File: config.mk
export PLATFORM = sky130hd
export DESIGN_NAME = lynx_video_shifter
export DESIGN_NICKNAME = d
export VERILOG_FILES = /design/src/rtl/lynx_video_shifter.sv
export SDC_FILE = /design/constraint.sdc
export NUM_CORES = 1
export LEC_CHECK = 0
export BUFFER_PORTS_ARGS = -buffer_cell sky130_fd_sc_hd__clkbuf_2
export CELL_PAD_IN_SITES_DETAIL_PLACEMENT = 0
export CELL_PAD_IN_SITES_GLOBAL_PLACEMENT = 1
export CORE_AREA = 2 2 89 91
export CTS_CLUSTER_SIZE = 40
export DETAILED_ROUTE_END_ITERATION = 8
export DIE_AREA = 0 0 91 93
export HOLD_SLACK_MARGIN = 0.05
export PLACE_DENSITY_LB_ADDON = 0.1
export SYNTH_ARGS = -nofsm -noshare
export SYNTH_HDL_FRONTEND = slang
export SYNTH_SLANG_ARGS = --single-unit
File: constraint.sdc
create_clock -name CLOCK -period 2.7 [get_ports CLOCK]
set_clock_uncertainty 0.05 [all_clocks]
set_input_delay 0.135 -clock CLOCK [delete_from_list [all_inputs] [get_ports CLOCK]]
set_output_delay 0.135 -clock CLOCK [all_outputs]
set_load 0.1 [all_outputs]
File: src/rtl/lynx_video_shifter.sv
// Lynx video shifter: makes the CRTC character clock enable, fetches the R/B/G plane bytes
// for each character and shifts them out MSB-first, with timing delayed one character.
module lynx_video_shifter #(
  parameter bit INVERT_CURSOR = 1'b1
) (
  input  logic        CLOCK,
  input  logic        nRESET,
  input  logic        PIXEN,
  output logic        CHAR_CE,
  input  logic [13:0] MA,
  input  logic [4:0]  RA,
  input  logic        DE_IN,
  input  logic        HS_IN,
  input  logic        VS_IN,
  input  logic        CURSOR,
  output logic [12:0] VA,
  output logic [1:0]  VPLANE,
  output logic        VRD,
  input  logic [7:0]  VDI,
  output logic        R,
  output logic        G,
  output logic        B,
  output logic        DE,
  output logic        HSYNC,
  output logic        VSYNC
);

  localparam int unsigned PH_W   = 3;
  localparam int unsigned BYTE_W = 8;
  localparam int unsigned VA_W   = 13;
  localparam int unsigned PL_W   = 2;

  localparam logic [PH_W-1:0] PH_CAPTURE = PH_W'(0);
  localparam logic [PH_W-1:0] PH_FETCH0  = PH_W'(1);
  localparam logic [PH_W-1:0] PH_FETCH2  = PH_W'(3);
  localparam logic [PH_W-1:0] PH_LOAD    = PH_W'(7);

  localparam logic [PL_W-1:0] PL_R = PL_W'(0);
  localparam logic [PL_W-1:0] PL_B = PL_W'(1);
  localparam logic [PL_W-1:0] PL_G = PL_W'(2);

  logic [PH_W-1:0]   r_phase;
  logic              r_char_ce;

  logic              r_cap_de;
  logic              r_cap_hs;
  logic              r_cap_vs;
  logic              r_cap_cur;
  logic [VA_W-1:0]   r_va;

  logic              r_vrd;
  logic [PL_W-1:0]   r_vplane;

  logic [BYTE_W-1:0] r_stage_r;
  logic [BYTE_W-1:0] r_stage_b;
  logic [BYTE_W-1:0] r_stage_g;

  logic [BYTE_W-1:0] r_shift_r;
  logic [BYTE_W-1:0] r_shift_b;
  logic [BYTE_W-1:0] r_shift_g;
  logic              r_de;
  logic              r_hs;
  logic              r_vs;

  logic              w_capture;
  logic              w_fetch;
  logic              w_load;
  logic [PL_W-1:0]   w_fetch_plane;
  logic [BYTE_W-1:0] w_inv_mask;
  logic              w_unused_addr_bits;

  // Per-pixel event decode from the character phase
  assign w_capture     = PIXEN && (r_phase == PH_CAPTURE);
  assign w_fetch       = PIXEN && (r_phase >= PH_FETCH0) && (r_phase <= PH_FETCH2);
  assign w_load        = PIXEN && (r_phase == PH_LOAD);
  assign w_fetch_plane = PL_W'(r_phase - PH_FETCH0);
  assign w_inv_mask    = (INVERT_CURSOR && r_cap_cur) ? {BYTE_W{1'b1}} : {BYTE_W{1'b0}};

  // Upper MA/RA bits do not address the 8 KB plane
  assign w_unused_addr_bits = ^{MA[13:10], RA[4:3]};

  // Character phase counter and CRTC clock enable
  always_ff @(posedge CLOCK) begin
    if (!nRESET) begin
      r_phase   <= '0;
      r_char_ce <= 1'b0;
    end else begin
      r_char_ce <= w_load;
      if (PIXEN) begin
        r_phase <= r_phase + PH_W'(1);
      end
    end
  end

  // CRTC outputs latched at the start of each character
  always_ff @(posedge CLOCK) begin
    if (!nRESET) begin
      r_cap_de  <= 1'b0;
      r_cap_hs  <= 1'b0;
      r_cap_vs  <= 1'b0;
      r_cap_cur <= 1'b0;
      r_va      <= '0;
    end else if (w_capture) begin
      r_cap_de  <= DE_IN;
      r_cap_hs  <= HS_IN;
      r_cap_vs  <= VS_IN;
      r_cap_cur <= CURSOR;
      r_va      <= {MA[9:0], RA[2:0]};
    end
  end

  // One read strobe per plane while the captured character is displayed
  always_ff @(posedge CLOCK) begin
    if (!nRESET) begin
      r_vrd    <= 1'b0;
      r_vplane <= PL_R;
    end else begin
      r_vrd <= w_fetch && r_cap_de;
      if (w_fetch && r_cap_de) begin
        r_vplane <= w_fetch_plane;
      end
    end
  end

  // Staging bytes; VDI is taken on the edge after a strobe regardless of PIXEN
  always_ff @(posedge CLOCK) begin
    if (!nRESET) begin
      r_stage_r <= '0;
      r_stage_b <= '0;
      r_stage_g <= '0;
    end else if (w_fetch && !r_cap_de) begin
      r_stage_r <= '0;
      r_stage_b <= '0;
      r_stage_g <= '0;
    end else if (r_vrd) begin
      case (r_vplane)
        PL_R:    r_stage_r <= VDI;
        PL_B:    r_stage_b <= VDI;
        PL_G:    r_stage_g <= VDI;
        default: ;
      endcase
    end
  end

  // Load at the character boundary, otherwise shift left one pixel per PIXEN
  always_ff @(posedge CLOCK) begin
    if (!nRESET) begin
      r_shift_r <= '0;
      r_shift_b <= '0;
      r_shift_g <= '0;
      r_de      <= 1'b0;
      r_hs      <= 1'b0;
      r_vs      <= 1'b0;
    end else if (w_load) begin
      r_shift_r <= r_stage_r ^ w_inv_mask;
      r_shift_b <= r_stage_b ^ w_inv_mask;
      r_shift_g <= r_stage_g ^ w_inv_mask;
      r_de      <= r_cap_de;
      r_hs      <= r_cap_hs;
      r_vs      <= r_cap_vs;
    end else if (PIXEN) begin
      r_shift_r <= {r_shift_r[BYTE_W-2:0], 1'b0};
      r_shift_b <= {r_shift_b[BYTE_W-2:0], 1'b0};
      r_shift_g <= {r_shift_g[BYTE_W-2:0], 1'b0};
    end
  end

  assign CHAR_CE = r_char_ce;
  assign VA      = r_va;
  assign VPLANE  = r_vplane;
  assign VRD     = r_vrd;
  assign R       = r_shift_r[BYTE_W-1];
  assign G       = r_shift_g[BYTE_W-1];
  assign B       = r_shift_b[BYTE_W-1];
  assign DE      = r_de;
  assign HSYNC   = r_hs;
  assign VSYNC   = r_vs;

endmodule

==> flow_metrics.env <==
export IMPL_rsz0062_at_grt="no"
export IMPL_io_buffers=50
export IMPL_drv_cap=0
export IMPL_endpoint_kind="flop"
export IMPL_slew_viol_final=0
export IMPL_ant_nets=0
export IMPL_vias=2537
export IMPL_min_path_cells=3
export IMPL_crit_arrival_ns=1.99
export IMPL_setup_viol=0
export IMPL_final_util=0.5484
export IMPL_hold_viol=0
export IMPL_syn_area_um2=3472
export IMPL_hp_class="input pin to flop"
export IMPL_slew_headroom=0.5617
export IMPL_async_reset_ff_frac=0
export IMPL_min_period_over_period=0.6566
export IMPL_ys_top_cells_by_count="75 x dfxtp_1, 48 x mux2i_1, 43 x nand2_1"
export IMPL_drt_iter0_drc=101
export IMPL_die_area_um2=8463
export IMPL_yosysTopAreaCell="dfxtp_1"
export IMPL_synth_seq_cells=75
export IMPL_place_gp_congestion=0.7542
export IMPL_gr_total_overflow=0
export IMPL_antenna_found_initial=0
export IMPL_clock_sinks=75
export IMPL_post_drt_wl_per_cell_um=14.16
export IMPL_crit_fanout=24
export IMPL_syn_num_nets=380
export IMPL_diodes=0
export IMPL_grt_usage=0.1818
export IMPL_worst_slew_pin_slew_ns=0.6554
export IMPL_clk_pin_slew_ns=0.08
export IMPL_ctsHoldBuffers=17
export IMPL_design_core_area_um2=7527
export IMPL_p_leak_nw=1.719
export IMPL_holdPathEnd="r_stage_g[7]"
export IMPL_reg2reg_depth=5
export IMPL_post_cts_repair_setup_buffers=0
export IMPL_grt_pass1_wl_um=12190
export IMPL_synth_ff_type="dfxtp_1"
export IMPL_syn_inst=341
export IMPL_clk_path_buf_depth=2
export IMPL_die_h_um=93
export IMPL_root_buffer="clkbuf_8"
export IMPL_syn_to_final_growth_pct=18.88
export IMPL_p_per_area_nw_per_um2=568.5
export IMPL_r2r_setup_slack_ns=0.93
export IMPL_dieWidth_um=91
export IMPL_nets=439
export IMPL_synth_area_leaders="dfxtp_1 43%, mux2i_1 14%, nor3b_2 7.2%"
export IMPL_r2r_start="r_phase[1]"
export IMPL_synth_top_area_share=0.4324
export IMPL_status="completed"
export IMPL_post_synth_top_count_cell="dfxtp_1"
export IMPL_h_tree_depth=3
export IMPL_fill_cells=773
export IMPL_cts_buffers_inserted=9
export IMPL_rr_endpoint="r_stage_b[4]"
export IMPL_required_ns=2.92
export IMPL_synth_distinct_cells=28
export IMPL_dp_hpwl_um=4411
export IMPL_postRouteWirelength_um=7180
export IMPL_drc=0
export IMPL_io_pins=57
export IMPL_viasPerCell=5.004
export IMPL_grt_max_degree=39
export IMPL_critPathKind="flop to flop"
export IMPL_period_needed_ns=1.773
export IMPL_tns_ns=0
export IMPL_grt_pass1_vias=2551
export IMPL_start_util=0.4613
export IMPL_ys_seq_area_frac=0.4324
export IMPL_ir_drop_v=0.0003665
export IMPL_timing_fmax_mhz=564.1
export IMPL_fin_total_pwr_mw=2.347
export IMPL_avgSynthCellArea_um2=10.18
export IMPL_cts_resized=0
export IMPL_clkLatencyLatePin_ns=0.34
export IMPL_std_cell_rows=32
export IMPL_hold_ws_ns=0.07032
export IMPL_synth_edff_count=0
export IMPL_min_from="VDI[7]"
export IMPL_drive_gt1_frac=0.2296
export IMPL_start_kind="flop"
export IMPL_cts_tree="done"
export IMPL_dr_pass1_iters=4
export IMPL_yosysWarnings=0
export IMPL_crit_start="r_phase[1]"
==> worst max path at each step <==
stage,cells past startpoint,to
global placement,6,r_shift_b[0]
finish,5,r_stage_b[4]
detailed placement,5,r_stage_g[0]
CTS,6,r_shift_g[0]
global route,6,r_shift_b[0]
floorplan,4,r_stage_r[0]
==> logic make-up after synthesis <==
| family | share of synthesized area |
|---|---|
| AOI/OAI and AO/OA | 0.09225 |
| DFF | 0.4324 |
| and+or+nand+nor | 0.2058 |
| xor gates and xnor gates | 0.06306 |
| adders and majority gates | 0.01802 |
| muxes | 0.1384 |
| buffers and inverters | 0.05009 |
==> worst max-delay path: stages, from the launching register on <==
cell      delay, ns
dfxtp_1        0.40
inv_1          0.08
ha_1           0.18
or4_4          0.43
o2111a_4       0.31
nor3b_2        0.22
==> placed cells by master, fill, tap and decap left out, types with 3 or more instances in the layout <==
master and instances:
inv_1 7, nor3b_1 5, dlygate4sd3_1 17, nand3_1 3, nor3b_2 20, and2_1 5, clkbuf_8 10, buf_4 9
clkbuf_2 50, dfxtp_1 75, ha_1 5, o21ai_0 21, mux2i_1 48, nand3b_1 24, nand2_1 43, a21boi_0 20
xor2_1 22, xnor2_1 3, clkbuf_1 4, o22ai_1 3
==> per-layer routing <==
layer  part of all wire  GRT usage  wire length, µm
met5                  0          0                0
met4              0.018    0.07955              129
met3              0.021    0.02659              154
met2               0.46     0.2895             3278
met1               0.50     0.2465             3618
==> layout make-up <==
type                       instances  area (µm²)  area share
sequential                        75        1501      0.3637
timing repair buffer              76       488.0      0.1182
clock inverter                     2       35.03    0.008487
tap                              102       127.6     0.03092
clock buffer                      14       152.6     0.03698
multi-input combinational        231        1797      0.4353
inverter                           7       26.28    0.006366
==> flip-flops by register name, summed over array words and instances, names as in the netlist, 2 cells and up <==
register / count
r_shift_r: 8
r_stage_r: 8
r_stage_b: 8
r_stage_g: 8
r_phase: 3
r_shift_g: 8
r_shift_b: 8
VA: 13
VPLANE: 2
==> power breakdown <==
group | internal, mW | switching (mW)
Clock | 0.453 | 0.394
Sequential | 1.13 | 0.0171
Combinational | 0.109 | 0.243
==> through the flow <==
stage | instance area [µm²] | setup slack, ns | std cells
3_3_place_gp | 3770 | 0.9334 | 474
5_1_grt | 4128 | 0.7384 | 507
6_report | 4128 | 0.9273 | 507
2_1_floorplan | 3472 | 0.6178 | 341
3_5_place_dp | 3770 | 0.9332 | 474
4_1_cts | 4128 | 0.9125 | 507
Power figures use the tool's default switching activity.
